[src/rtl/dac_sample_feeder.sv]
// Stereo FIFO between the synthesis pipeline and the DAC transmitter.
// Presents one settled pair per frame, advancing on each lrclk left-to-right edge.
module dac_sample_feeder #(
    parameter int WIDTH       = 24,
    parameter int DEPTH       = 8,
    parameter int START_LEVEL = 4
) (
    input  logic                     clk,
    input  logic                     reset_n,
    input  logic                     in_valid,
    output logic                     in_ready,
    input  logic [WIDTH-1:0]         in_left,
    input  logic [WIDTH-1:0]         in_right,
    input  logic                     lrclk,
    output logic [WIDTH-1:0]         left_data,
    output logic [WIDTH-1:0]         right_data,
    output logic                     dac_enable,
    output logic                     underrun,
    input  logic                     clear_underrun,
    output logic [$clog2(DEPTH):0]   level
);

    localparam int PW = $clog2(DEPTH);
    localparam int CW = PW + 1;

    typedef enum logic {S_PREFILL, S_RUN} state_t;

    logic [2*WIDTH-1:0] r_mem [DEPTH];
    logic [PW-1:0]      r_wr_ptr;
    logic [PW-1:0]      r_rd_ptr;
    logic [CW-1:0]      r_count;
    logic               r_lrclk_q;
    state_t             r_state;
    logic [WIDTH-1:0]   r_left;
    logic [WIDTH-1:0]   r_right;
    logic               r_enable;
    logic               r_underrun;

    logic w_full;
    logic w_empty;
    logic w_push;
    logic w_tick;
    logic w_pop;

    assign w_full  = (r_count == CW'(DEPTH));
    assign w_empty = (r_count == '0);
    assign w_push  = in_valid && !w_full;
    assign w_tick  = r_lrclk_q && !lrclk;
    assign w_pop   = w_tick && !w_empty;

    // Storage is deliberately left out of reset so it maps onto plain RAM.
    always_ff @(posedge clk) begin
        if (w_push) begin
            r_mem[r_wr_ptr] <= {in_left, in_right};
        end
    end

    always_ff @(posedge clk) begin
        if (!reset_n) begin
            r_wr_ptr   <= '0;
            r_rd_ptr   <= '0;
            r_count    <= '0;
            r_lrclk_q  <= 1'b1;
            r_state    <= S_PREFILL;
            r_left     <= '0;
            r_right    <= '0;
            r_enable   <= 1'b0;
            r_underrun <= 1'b0;
        end else begin
            r_lrclk_q <= lrclk;

            if (w_push) begin
                r_wr_ptr <= r_wr_ptr + PW'(1);
            end
            if (w_pop) begin
                r_rd_ptr <= r_rd_ptr + PW'(1);
            end

            case ({w_push, w_pop})
                2'b10:   r_count <= r_count + CW'(1);
                2'b01:   r_count <= r_count - CW'(1);
                default: r_count <= r_count;
            endcase

            // An empty frame mutes the outputs; a same-cycle push is not bypassed.
            if (w_tick) begin
                if (!w_empty) begin
                    {r_left, r_right} <= r_mem[r_rd_ptr];
                end else begin
                    r_left  <= '0;
                    r_right <= '0;
                end
            end

            if (w_tick && w_empty) begin
                r_underrun <= 1'b1;
            end else if (clear_underrun) begin
                r_underrun <= 1'b0;
            end

            case (r_state)
                S_PREFILL: begin
                    r_enable <= 1'b0;
                    if (r_count >= CW'(START_LEVEL)) begin
                        r_state  <= S_RUN;
                        r_enable <= 1'b1;
                    end
                end
                S_RUN: begin
                    r_enable <= 1'b1;
                end
                default: begin
                    r_state  <= S_PREFILL;
                    r_enable <= 1'b0;
                end
            endcase
        end
    end

    assign in_ready   = !w_full;
    assign level      = r_count;
    assign left_data  = r_left;
    assign right_data = r_right;
    assign dac_enable = r_enable;
    assign underrun   = r_underrun;

endmodule

[config.mk]
export PLATFORM = sky130hd
export DESIGN_NAME = dac_sample_feeder
export DESIGN_NICKNAME = d
export VERILOG_FILES = /design/src/rtl/dac_sample_feeder.sv
export SDC_FILE = /design/constraint.sdc
export NUM_CORES = 1
export LEC_CHECK = 0
export BUFFER_PORTS_ARGS = -buffer_cell sky130_fd_sc_hd__buf_2
export CORE_UTILIZATION = 45
export CTS_CLUSTER_SIZE = 8
export DETAILED_ROUTE_END_ITERATION = 10
export GPL_ROUTABILITY_DRIVEN = 1
export GPL_TIMING_DRIVEN = 0
export PLACE_DENSITY_LB_ADDON = 0.05
export SYNTH_ARGS = -nofsm -noshare
export SYNTH_HDL_FRONTEND = slang
export SYNTH_SLANG_ARGS = --single-unit
[constraint.sdc]
create_clock -name clk -period 8.2 [get_ports clk]
set_input_delay 1.64 -clock clk [delete_from_list [all_inputs] [get_ports clk]]
set_output_delay 1.64 -clock clk [all_outputs]
set_load 0.01 [all_outputs]
# Word level (Yosys, flattened, before mapping)
# Memory sizes are Yosys's and may differ from the RTL's. A register that Yosys moved wholly into a read port is not among the register bits.
# Index checks and enable logic that the tools add are counted.
dict set report totals {
  reg_bits 62
  ramBits 384
  input_bits 53
  out_inout_bits 55
  elab_cells 41
  memories 1
}
dict set report op_classes {
  add_sub_neg 4
  n_lt_le_gt_ge 1
  eq_ne 3
  n_mux 12
  bitwise_logic 1
  n_reduce_logical 10
}
# name words word_bits rd rd_clocked_by_memory_dff wr line
set memory_table {}
lappend memory_table {r_mem 8 48 1 1 1 28} ;# logic [2*WIDTH-1:0] r_mem [DEPTH];
# op n
set ops {}
lappend ops {{24-bit two-way mux} 2}
lappend ops {{4-bit one-hot mux with 2 select lines} 1}
lappend ops {{3-bit by 1-bit adder with 3-bit output (second input constant)} 2}
lappend ops {{1-bit two-way mux} 6}
lappend ops {{3-bit two-way mux} 2}
lappend ops {{4-bit by 1-bit adder with 4-bit output (second input constant)} 1}
lappend ops {{4-bit equality test (second input constant)} 1}
lappend ops {{4-bit by 3-bit >= comparator with 1-bit output (second input constant)} 1}
lappend ops {{1-bit logical AND} 4}
lappend ops {{4-bit zero test} 1}
lappend ops {{2-bit nonzero test} 2}
lappend ops {{4-bit by 1-bit subtractor with 4-bit output (second input constant)} 1}
lappend ops {{1-bit zero test} 3}
lappend ops {{2-bit by 1-bit equality test with 1-bit output (second input constant)} 1}
lappend ops {{2-bit equality test (second input constant)} 1}
lappend ops {{1-bit one-hot mux with 2 select lines} 1}
lappend ops {{1-bit NOT} 1}

# Longest topological paths before layout
dict set report depth {
  ltp_word 5
  mapped_depth 11
  mapped_depth_nobuf 9
}

# Worst setup path before layout
# OpenSTA, ideal clock, no wires.
dict set report synth_path {
  kind {input to register}
  startpoint {input in_valid}
  endpoint {memory r_mem[0][0] (netlist bit) (enable)}
  arrival_time_ns 6.315
  required_time_ns 7.627
  setup_slack_ns 1.313
  cell_stages 2
  n_path_buf 0
  path_cell_list {nand2_2 -> nor4_1}
}
dict set report synth_between {
  elab_chain_cells 3
}
# item line
set synth_lines {}
lappend synth_lines {{from (decl)} 10} ;# input logic in_valid,
lappend synth_lines {{1-bit logical AND} 47} ;# assign w_push = in_valid && !w_full;
lappend synth_lines {{1-bit two-way mux} 53} ;# if (w_push) begin
lappend synth_lines {{1-bit two-way mux (implied by the code)} 54} ;# r_mem[r_wr_ptr] <= {in_left, in_right};
lappend synth_lines {{to (decl)} 28}
# Every way passes these cells.

# Final worst setup path
dict set report layout_path {
  startpoint {register r_count[1], in the netlist level[1]}
  endpoint {output in_ready}
}
dict set report layout_between {
  elab_chain_cells 2
}
# item line
set layout_lines {}
lappend layout_lines {{from (decl)} 31} ;# logic [CW-1:0] r_count;
lappend layout_lines {{from (signal assigned)} 80} ;# 2'b10: r_count <= r_count + CW'(1);
lappend layout_lines {{from (signal assigned)} 81} ;# 2'b01: r_count <= r_count - CW'(1);
lappend layout_lines {{from (signal assigned)} 82} ;# default: r_count <= r_count;
lappend layout_lines {{4-bit equality test} 45} ;# assign w_full = (r_count == CW'(DEPTH));
lappend layout_lines {{1-bit zero test} 120} ;# assign in_ready = !w_full;
lappend layout_lines {{to (decl)} 11} ;# output logic in_ready,
# Every way passes these cells.

==> flow_summary.json <==
{
  "crit_path_end_kind": "output pin",
  "seq_area_frac_synth_pct": 77.88,
  "ant_nets": 0,
  "final_cell_mix": "edfxtp_1, buf_2, mux4_2",
  "clk-insertion-delay-late_ps": 600,
  "layout.nets": 1015,
  "pin_count": 108,
  "cts-buffers-inserted": 61,
  "cp_top_family": "buffers and inverters",
  "final_layout_size_suffix_gt1_share_pct": 33.30,
  "syn_area_um2": 16450,
  "area_delta_synth_final_pct": 20.63,
  "max_slew.worst_pin.slew_ps": 948.0,
  "start_util_pct": 46.03,
  "htree_levels": 2,
  "clock_tree.root_cell": "clkbuf_16",
  "hold_path_class": "reg -> reg",
  "critical_path_arrival_ps": 1900,
  "pre_cts_slack_ps": 4465,
  "yosys.area.top_type": "edfxtp_1",
  "core_area_um2": 35740,
  "io_buffers": 107,
  "vias": 8063,
  "required_ps": 6560,
  "wl_per_cell_um": 24.20,
  "syn_nets": 807,
  "grt_overflow": 0,
  "final_common_cell": "edfxtp_1",
  "drv_cap": 0,
  "status": "complete, but fails checks",
  "grt_pass1_wl_um": 53520,
  "setup_slack_ps": 4661,
  "start_kind": "register",
  "finalClockSkew_ps": 20.93,
  "grt_start_max_net_pins": 25,
  "cp_num_buf_inv": 3,
  "via_per_inst": 5.478,
  "ys_top_cells_by_area": "edfxtp_1, mux4_2, dfxtp_1",
  "die-area_um2": 37330,
  "cts_setup_buffers": 0,
  "clockBufferDepth": 3,
  "std_cell_rows": 69,
  "dp.cells": 1355,
  "gp_congestion": 0.7174,
  "detail_route.iter0.violations": 457,
  "dr.pass1.iters": 10,
  "critical_path.slowest_cell": "or4b_1",
  "path_max_fanout": 8,
  "slew_viol_final": 0,
  "fmax_mhz": 282.6,
  "hpwl_um": 23190,
  "synth_top_area_share_pct": 70.09,
  "cts_hold_buf": 0,
  "fin_util_pct": 55.53,
  "clock-sinks": 448,
  "die_y_um": 193.2,
  "instances_no_fill": 1472,
  "wl_um": 35630,
  "finalSetupViolCount": 0,
  "grt_pass1_vias": 8667,
  "ys_warn_count": 0,
  "grt.total_usage_pct": 19.60,
  "crit_type": "reg -> out",
  "drc": 12,
  "clkTransAtPathRegs_ps": 50,
  "dieWidth_um": 193.2,
  "hold_viol_final": 0,
  "tritoncts": "yes",
  "synthCells": 749,
  "yosys_register_bits": 448,
  "antenna_found_initial": 4,
  "fin_crit_sh_pct": 43.15,
  "rsz0062_at_grt": "no",
  "cpPeakStageDelay_ps": 490,
  "power.leakage_nw": 6.708,
  "worstPathCellList": "buf_6, or4b_1, clkbuf_1, buf_2",
  "avgSynthCellArea_um2": 21.97,
  "synthDistinctLibCells": 36,
  "period_needed_ps": 3539,
  "peakVddDrop_uv": 223.0,
  "relSlewSlack_pct": 36.45,
  "cts_resized": 0,
  "timing.hold.ws_ps": 457.3,
  "power_mw": 5.743,
  "power.density_nw_per_um2": 289.4,
  "violations": "design-rule violations"
}
[per-stage QoR]
step                instance area (um2)  setup TNS (ps)
floorplan                         16450               0
global placement                  17560         -381360
detailed placement                18090               0
CTS                               19830               0
global route                      19840               0
finish                            19850               0
[cell usage after synthesis]
library cell  instances
o21ai_0               4
dfxtp_1              64
a21boi_0              3
clkbuf_1             24
buf_6                 5
or4b_1                1
nand2_1               6
inv_1                 2
nor4bb_1              1
xor2_1                4
ha_1                  5
and3_4                1
xnor2_1               3
a32o_1                1
o31ai_1               1
a21oi_1               1
a221o_1              48
buf_2                12
nand3_1               3
nand2b_1              4
nor2_1                3
mux2i_1               2
nor2b_1               2
nor4_1                1
nor4b_2               1
o31a_1                1
and2_1               56
nor4b_1               1
nor3_1                4
nor4_4                1
edfxtp_1            384
nor3b_1               1
nand2_2               1
mux4_2               96
nor2_2                1
or3_1                 1
[flip-flops by register name, summed over array words and instances (netlist names), named ones only]
| name | count |
|---|---|
| right_data | 24 |
| r_rd_ptr | 3 |
| r_wr_ptr | 3 |
| left_data | 24 |
| r_mem | 384 |
| r_state | 1 |
| underrun | 1 |
| level | 4 |
| r_lrclk_q | 1 |
[worst paths after layout]
kind / depth (start not counted) / slack (ps) / from / endpoint
hold / removal: 1 / 460 / r_state / r_state
hold reg to reg: 1 / 460 / r_state / r_state
setup / recovery: 4 / 4660 / level[1] / in_ready
setup reg to reg: 7 / 5360 / level[2] / r_mem[3][11]
[worst reg2reg max path, cell delays in order (launching register included)]
cell and delay (ps):
dfxtp_1 510, or4b_1 170, clkbuf_1 230, nand2_2 210, nor3_2 780, buf_6 270, buf_6 160, buf_6 180
[cells by family (layout without fill, tap and decap cells)]
| group | after synthesis | in the layout | share of synthesized area, % |
|---|---|---|---|
| fa+ha+maj | 5 | 5 | 0.3803 |
| compound gates | 59 | 59 | 3.369 |
| flops | 448 | 448 | 77.88 |
| xor+xnor | 7 | 7 | 0.3727 |
| other cells | 0 | 5 | 0 |
| buf+inv | 43 | 300 | 1.301 |
| mux | 98 | 98 | 13.26 |
| simple gates | 89 | 89 | 3.438 |
[metal layers]
layer / GRT usage [%] / up-vias / routed length (um)
met4: 7.022 / 2 / 769
met1: 25.04 / 4236 / 14800
met3: 3.609 / 51 / 1674
met5: 0 / - / 13
met2: 33.67 / 193 / 18370
li1: - / 3581 / -
[where the power goes]
part           switching (mW)  total (mW)  internal, mW
Clock                   0.899        2.29          1.39
Combinational           0.383       0.775         0.392
Sequential             0.0627        2.68          2.62
[layout make-up]
| cell class | count | area [um2] |
|---|---|---|
| diodes | 5 | 12.51 |
| plain buffers | 41 | 206.4 |
| clock buffers | 109 | 1707 |
| clock inverters | 3 | 37.54 |
| fillers | 2780 | 15900 |
| inverters | 2 | 7.507 |
| multi-input cells | 258 | 3475 |
| flip-flops and latches | 448 | 12810 |
| well taps | 461 | 576.8 |
| repair buffers | 145 | 1012 |
Note: power is estimated with default switching activity, not from simulation.
